[src/rtl/pipe_stage_buf.sv]
// Inter-stage pipeline register with valid/ready handshake, 2-entry skid buffer,
// stage-indexed stall and synchronous flush. Define PIPE_STAGE_STATS_EN for transfer/bubble counters.
module pipe_stage_buf #(
  parameter int                DATA_W    = 80,
  parameter int                STALL_W   = 6,
  parameter int                STAGE_IDX = 4,
  parameter logic [DATA_W-1:0] NOP_VALUE = {DATA_W{1'b0}}
) (
  input  logic               clk,
  input  logic               rst,
  input  logic [STALL_W-1:0] stall_sign,
  input  logic               flush,
  input  logic               in_valid,
  input  logic [DATA_W-1:0]  in_data,
  output logic               in_ready,
  output logic               out_valid,
  output logic [DATA_W-1:0]  out_data,
`ifdef PIPE_STAGE_STATS_EN
  output logic [31:0]        stat_xfer,
  output logic [31:0]        stat_bubble,
`endif
  input  logic               out_ready
);

  // bit0 = main entry valid, bit1 = skid entry valid; 2'b10 is unreachable
  typedef enum logic [1:0] {
    S_EMPTY = 2'b00,
    S_ONE   = 2'b01,
    S_FULL  = 2'b11
  } state_t;

  localparam logic [STALL_W-1:0] STALL_MASK = STALL_W'(1) << STAGE_IDX;

  state_t              r_state;
  state_t              w_state_nxt;
  logic [DATA_W-1:0]   r_main_d;
  logic [DATA_W-1:0]   r_skid_d;

  logic                w_stall_here;
  logic                w_main_v;
  logic                w_skid_v;
  logic                w_in_fire;
  logic                w_out_fire;
  logic                w_main_ld;
  logic                w_main_from_skid;
  logic                w_skid_ld;

  assign w_stall_here = |(stall_sign & STALL_MASK);
  assign w_main_v     = r_state[0];
  assign w_skid_v     = r_state[1];
  assign w_in_fire    = in_valid && in_ready;
  assign w_out_fire   = out_valid && out_ready;

  always_ff @(posedge clk) begin
    if (!rst) begin
      r_state <= S_EMPTY;
    end else begin
      r_state <= w_state_nxt;
    end
  end

  always_comb begin
    w_state_nxt = r_state;
    if (flush) begin
      w_state_nxt = S_EMPTY;
    end else begin
      case (r_state)
        S_EMPTY: if (w_in_fire) w_state_nxt = S_ONE;
        S_ONE: begin
          if (w_in_fire && !w_out_fire)      w_state_nxt = S_FULL;
          else if (!w_in_fire && w_out_fire) w_state_nxt = S_EMPTY;
        end
        S_FULL:  if (w_out_fire) w_state_nxt = S_ONE;
        default: w_state_nxt = S_EMPTY;
      endcase
    end
  end

  // Output decode; out_valid is also gated by rst so a bubble shows throughout reset
  always_comb begin
    in_ready         = !w_skid_v && !w_stall_here && rst;
    out_valid        = w_main_v && !w_stall_here && rst;
    out_data         = out_valid ? r_main_d : NOP_VALUE;
    w_main_ld        = 1'b0;
    w_main_from_skid = 1'b0;
    w_skid_ld        = 1'b0;
    case (r_state)
      S_EMPTY: w_main_ld = w_in_fire;
      S_ONE: begin
        w_main_ld = w_in_fire && w_out_fire;
        w_skid_ld = w_in_fire && !w_out_fire;
      end
      S_FULL: begin
        w_main_ld        = w_out_fire;
        w_main_from_skid = 1'b1;
      end
      default: ;
    endcase
  end

  always_ff @(posedge clk) begin
    if (!rst || flush) begin
      r_main_d <= NOP_VALUE;
      r_skid_d <= NOP_VALUE;
    end else begin
      if (w_main_ld) r_main_d <= w_main_from_skid ? r_skid_d : in_data;
      if (w_skid_ld) r_skid_d <= in_data;
    end
  end

`ifdef PIPE_STAGE_STATS_EN
  logic [31:0] r_stat_xfer;
  logic [31:0] r_stat_bubble;

  // A beat delivered in the flush cycle still counts; flush never clears counters
  always_ff @(posedge clk) begin
    if (!rst) begin
      r_stat_xfer   <= '0;
      r_stat_bubble <= '0;
    end else begin
      if (w_out_fire)               r_stat_xfer   <= r_stat_xfer + 32'd1;
      if (w_main_v && w_stall_here) r_stat_bubble <= r_stat_bubble + 32'd1;
    end
  end

  assign stat_xfer   = r_stat_xfer;
  assign stat_bubble = r_stat_bubble;
`endif

endmodule

[config.mk]
export PLATFORM = sky130hd
export DESIGN_NAME = pipe_stage_buf
export DESIGN_NICKNAME = d
export VERILOG_FILES = /design/src/rtl/pipe_stage_buf.sv
export SDC_FILE = /design/constraint.sdc
export NUM_CORES = 1
export LEC_CHECK = 0
export ABC_AREA = 1
export CAP_MARGIN = 0
export CORE_MARGIN = 10
export CORE_UTILIZATION = 50
export CTS_CLUSTER_DIAMETER = 120
export CTS_CLUSTER_SIZE = 30
export DETAILED_ROUTE_END_ITERATION = 7
export PLACE_DENSITY = 0.78
export SETUP_SLACK_MARGIN = 0.1
export SKIP_CTS_REPAIR_TIMING = 1
export SYNTH_ARGS = -nofsm -noshare
export SYNTH_HDL_FRONTEND = slang
export SYNTH_SLANG_ARGS = --single-unit
[constraint.sdc]
create_clock -name clk -period 2 [get_ports clk]
set_input_delay 0.4 -clock clk [delete_from_list [all_inputs] [get_ports clk]]
set_output_delay 0.4 -clock clk [all_outputs]
set_load 0.05 [all_outputs]
; ---- After elaboration in Yosys (flattened, before gate mapping)
; Index checks and enable logic that the tools add are counted.
[op_classes]
n_reduce_logical = 18
n_eq_ne = 5
bitwise = 1
mux = 10
[op_table]
columns = op, n
row1 = 80-bit 2-to-1 mux, 2
row2 = 1-bit logical AND, 9
row3 = 2-bit 2-to-1 mux, 4
row4 = 2-bit one-hot mux with 3 select lines, 1
row5 = 1-bit zero test, 5
row6 = "2-bit != test, second input constant", 2
row7 = "3-bit != test, second input constant", 1
row8 = 1-bit one-hot mux with 3 select lines, 1
row9 = 3-bit AND reduction, 1
row10 = "2-bit by 1-bit == test with 1-bit output, second input constant", 1
row11 = "2-bit == test, second input constant", 1
row12 = 2-bit zero test, 1
row13 = 1-bit 2-to-1 mux, 2
row14 = 2-bit OR reduction, 1
row15 = 1-bit logical OR, 1
row16 = 1-bit inverter, 1
[totals]
out_inout_bits = 82
inputBits = 91
elab_cells = 37
reg_bits = 162

; ---- Depth between registers and ports, before layout
[logic_depth]
depth_word = 9
depth_mapped = 11
ltp_nobuf = 10

; ---- Least setup slack after synthesis
; No wires, ideal clock.
[synth_timing]
kind = input -> output
startpoint = in rst
endpoint = out out_data[0]
t_arrival_ns = 1.557
n_path_buf = 2
cell_stages = 4
t_required_ns = 1.600
path_slack_ns = 0.043
path_cell_list = buf_4 > nand3_2 > clkbuf_1 > nor2_1
[synth_via]
elab_chain_len = 2
[synth_rtl]
columns = item, line_no
row1 = start: declaration, 10  ; input logic rst,
row2 = 1-bit logical AND, 82  ; out_valid = w_main_v && !w_stall_here && rst;
row3 = 80-bit 2-to-1 mux, 83  ; out_data = out_valid ? r_main_d : NOP_VALUE;
row4 = end: declaration, 17  ; output logic [DATA_W-1:0] out_data,
; Every way passes these cells.

; ---- Worst setup path in the final report
[layout_timing]
startpoint = reg r_state[0]
endpoint = out out_data[60]
[layout_via]
elab_chain_len = 3
[layout_rtl]
columns = item, line_no
row1 = start: declaration, 34  ; state_t r_state;
row2 = start signal: assignment, 58  ; r_state <= w_state_nxt;
row3 = 1-bit logical AND (2 in series), 82
row4 = 80-bit 2-to-1 mux, 83
; Every way passes these cells.

==> impl_metrics.py <==
metrics = {
    "floorplanning": {
        "die_y_um": 144,
        "fp.coreArea_mm2": 0.0151,
        "io_pins": 173,
        "die_x_um": 144,
        "die_area_mm2": 0.0208,
        "row_count": 45,
        "start_util_pct": 50.9,
    },
    "grt": {
        "grt_usage_pct": 20.2,
        "grt_pass1_vias": 6880,
        "grt_pass1_wl_um": 34000,
        "antenna_found_initial": 0,
        "grt_max_degree": 85,
        "grt-ovfl-total": 0,
    },
    "clock_tree": {
        "h-tree-depth": 4,
        "clk_pin_slew_ns": 0.06,
        "cts-buffers-inserted": 17,
        "cts_num_sinks": 162,
        "cts_max_path_buffers": 2,
        "cts_tree": "built",
        "cts-root-buf": "clkbuf_16",
        "clk_latency_ns": 0.43,
    },
    "power": {
        "power.total_mw": 7.65,
        "ir_worst_vdd_uv": 560,
        "p_per_area_mw_per_mm2": 645,
        "leakage_nw": 4.32,
    },
    "finish": {
        "nFillCells": 960,
        "layout.nets": 1348,
        "drive_gt1_share_pct": 20.6,
        "area_delta_synth_final_pct": 53.8,
        "num_antenna_cells": 0,
        "mostFrequentLayoutCell": "nor2_1",
        "final_cell_mix": "325 x nor2_1, 160 x dfxtp_1, 101 x buf_12",
        "finalNonFillerCells": 1453,
    },
    "timing": {
        "fin_ws_ns": 0.0211,
        "slew_violations": 0,
        "max_freq_mhz": 505,
        "skew_ns": 0.00983,
        "fin_crit_sh_pct": 98.9,
        "min_period_ns": 1.98,
        "setup_viol": 0,
        "rsz0062_at_grt": "true",
        "hold_viol": 0,
        "slew-limit-headroom_pct": 71.9,
        "max_slew.worst_pin.slew_ns": 0.422,
    },
    "critical_path": {
        "r2r-end": "r_skid_d[33]$_SDFFE_PP0N_",
        "cp.required_ns": 1.60,
        "cp-end-kind": "primary output",
        "worst_r2r_path_depth": 8,
        "r2r_slack_ns": 0.25,
        "critPathLaunchType": "flip-flop",
        "path_class": "flip-flop to primary output",
        "crit_fanout": 11,
        "r2r_start": "r_state[1]$_SDFFE_PP0P_",
        "crit_arrival_ns": 1.58,
        "worstSetupStartpoint": "r_state[0]$_SDFFE_PP0P_",
        "endpoint": "out_data[60]",
    },
    "drt": {
        "drt-wirelength-per-cell_um": 15.8,
        "wirelength_um": 23000,
        "vias_per_cell": 5.18,
        "num_vias": 7531,
        "firstDrtPassIters": 5,
        "drtIter0Drc": 378,
        "postRouteAntennaNets": 0,
        "remaining_drc_errors": 0,
    },
    "synthesis": {
        "synth_nets": 1187,
        "synth_compound_gate_area_share_pct": 5.32,
        "synth_xor_area_share_pct": 0,
        "ys_types": 23,
        "synth_top_family_by_area": "simple AND/OR/NAND/NOR gates",
        "synth_area_mm2": 0.00771,
        "synthTopCellsByArea": "dfxtp_1 42%, nor2_1 20%, mux2i_1 10%, nand3_1 5.5%, nand2_1 4.6%",
        "syn_inst": 1091,
        "synth_largest_area_cell": "dfxtp_1",
        "synth-adder-area-share_pct": 0.811,
        "synth-seq-cells": 162,
        "synthMuxAreaShare_pct": 10.4,
        "synth-simple-area-share_pct": 31.3,
        "synth_warnings": 0,
        "synth.top_cell.area_share_pct": 42.1,
        "ys_seq_area_share_pct": 42.1,
        "syn_avg_cell_area_um2": 7.07,
    },
    "job": {
        "cap_violations": 0,
    },
    "place": {
        "dp.final_hpwl_um": 14200,
        "io_buffers": 167,
        "gp_congestion": 0.796,
        "dp_slack_ns": -0.231,
        "dp_cells": 1410,
    },
    "hold_path": {
        "min-delay-path-class": "flip-flop to flip-flop",
    },
    "run_status": {
        "status": "completed",
    },
}
==> power by group <==
part           leakage (nW)  total, mW  internal [mW]  switching, mW
logic                  2.69      0.765          0.357          0.408
registers              1.31       3.31           3.28         0.0296
clock network         0.316       3.58           2.23           1.35
==> layout make-up <==
type | count | area, µm² | area share, %
multi-input combinational | 762 | 4150 | 35.0
clock inverter | 11 | 175 | 1.48
tap | 188 | 235 | 1.98
timing repair buffer | 217 | 3230 | 27.2
clock buffer | 21 | 480 | 4.05
sequential | 162 | 3250 | 27.4
inverter | 92 | 345 | 2.91
==> metrics by stage <==
stage | TNS (ns) | cell area [µm²] | util (%) | hold WS, ns
final | 0 | 11900 | 78.3 | 0.484
after global routing | -0.284 | 11900 | 78.3 | 0.501
after CTS | -19.75 | 11200 | 74.0 | 0.485
after detailed placement | -36.41 | 10600 | 69.7 | 0.472
after global placement | -31.57 | 10600 | 69.7 | 0.461
after floorplan | 0 | 7710 | - | 0.454
==> logic make-up after synthesis <==
logic type	after synthesis
AO/OA/AOI/OAI	82
adder cells (fa/ha/maj)	5
buffers and inverters	167
flip-flops	162
multiplexers	80
AND/OR/NAND/NOR	595
==> routing by layer <==
metal,track usage [%],wire length (µm),vias to the layer above
li1,-,-,3724
met1,24.9,9630,3539
met2,33.6,11500,242
met3,5.25,1570,26
met4,6.86,324,0
met5,0,0,-
==> worst max-delay path, cell delays in order (launching register included) <==
cell       delay, ns
dfxtp_4         0.39
nand3_4         0.10
buf_12          0.17
clkbuf_16       0.19
nor2_2          0.14
buf_12          0.16
==> synth_stat cells <==
cell / instances
buf_4: 4
inv_1: 90
nand4_1: 2
nor2_4: 3
nand3_2: 1
dfxtp_1: 162
o21ai_0: 65
mux2i_1: 80
nand3_1: 84
o21ai_1: 15
nor2_2: 4
nor2_1: 403
nand2_4: 1
ha_1: 5
buf_1: 5
a21oi_1: 2
buf_6: 13
inv_2: 2
nor2_8: 1
buf_2: 36
nand2_2: 2
nand2_1: 94
clkbuf_1: 17
==> sequential cells by signal, summed over array words and instances (netlist names) <==
register  flops
r_state       2
r_skid_d     80
r_main_d     80
==> how the worst min path moves through the flow <==
stage                                         start  slack (ns)                        end  cells past startpoint
final                     r_main_d[42]$_SDFFE_PP0P_        0.48  r_main_d[42]$_SDFFE_PP0P_                      2
after global routing      r_main_d[45]$_SDFFE_PP0P_        0.50  r_main_d[45]$_SDFFE_PP0P_                      2
after CTS                  r_main_d[0]$_SDFFE_PP0P_        0.49   r_main_d[0]$_SDFFE_PP0P_                      2
after detailed placement  r_main_d[58]$_SDFFE_PP0P_        0.47  r_main_d[58]$_SDFFE_PP0P_                      2
after global placement    r_main_d[40]$_SDFFE_PP0P_        0.46  r_main_d[40]$_SDFFE_PP0P_                      2
after floorplan            r_main_d[0]$_SDFFE_PP0P_        0.45   r_main_d[0]$_SDFFE_PP0P_                      2
(Power assumes the default switching activity.)
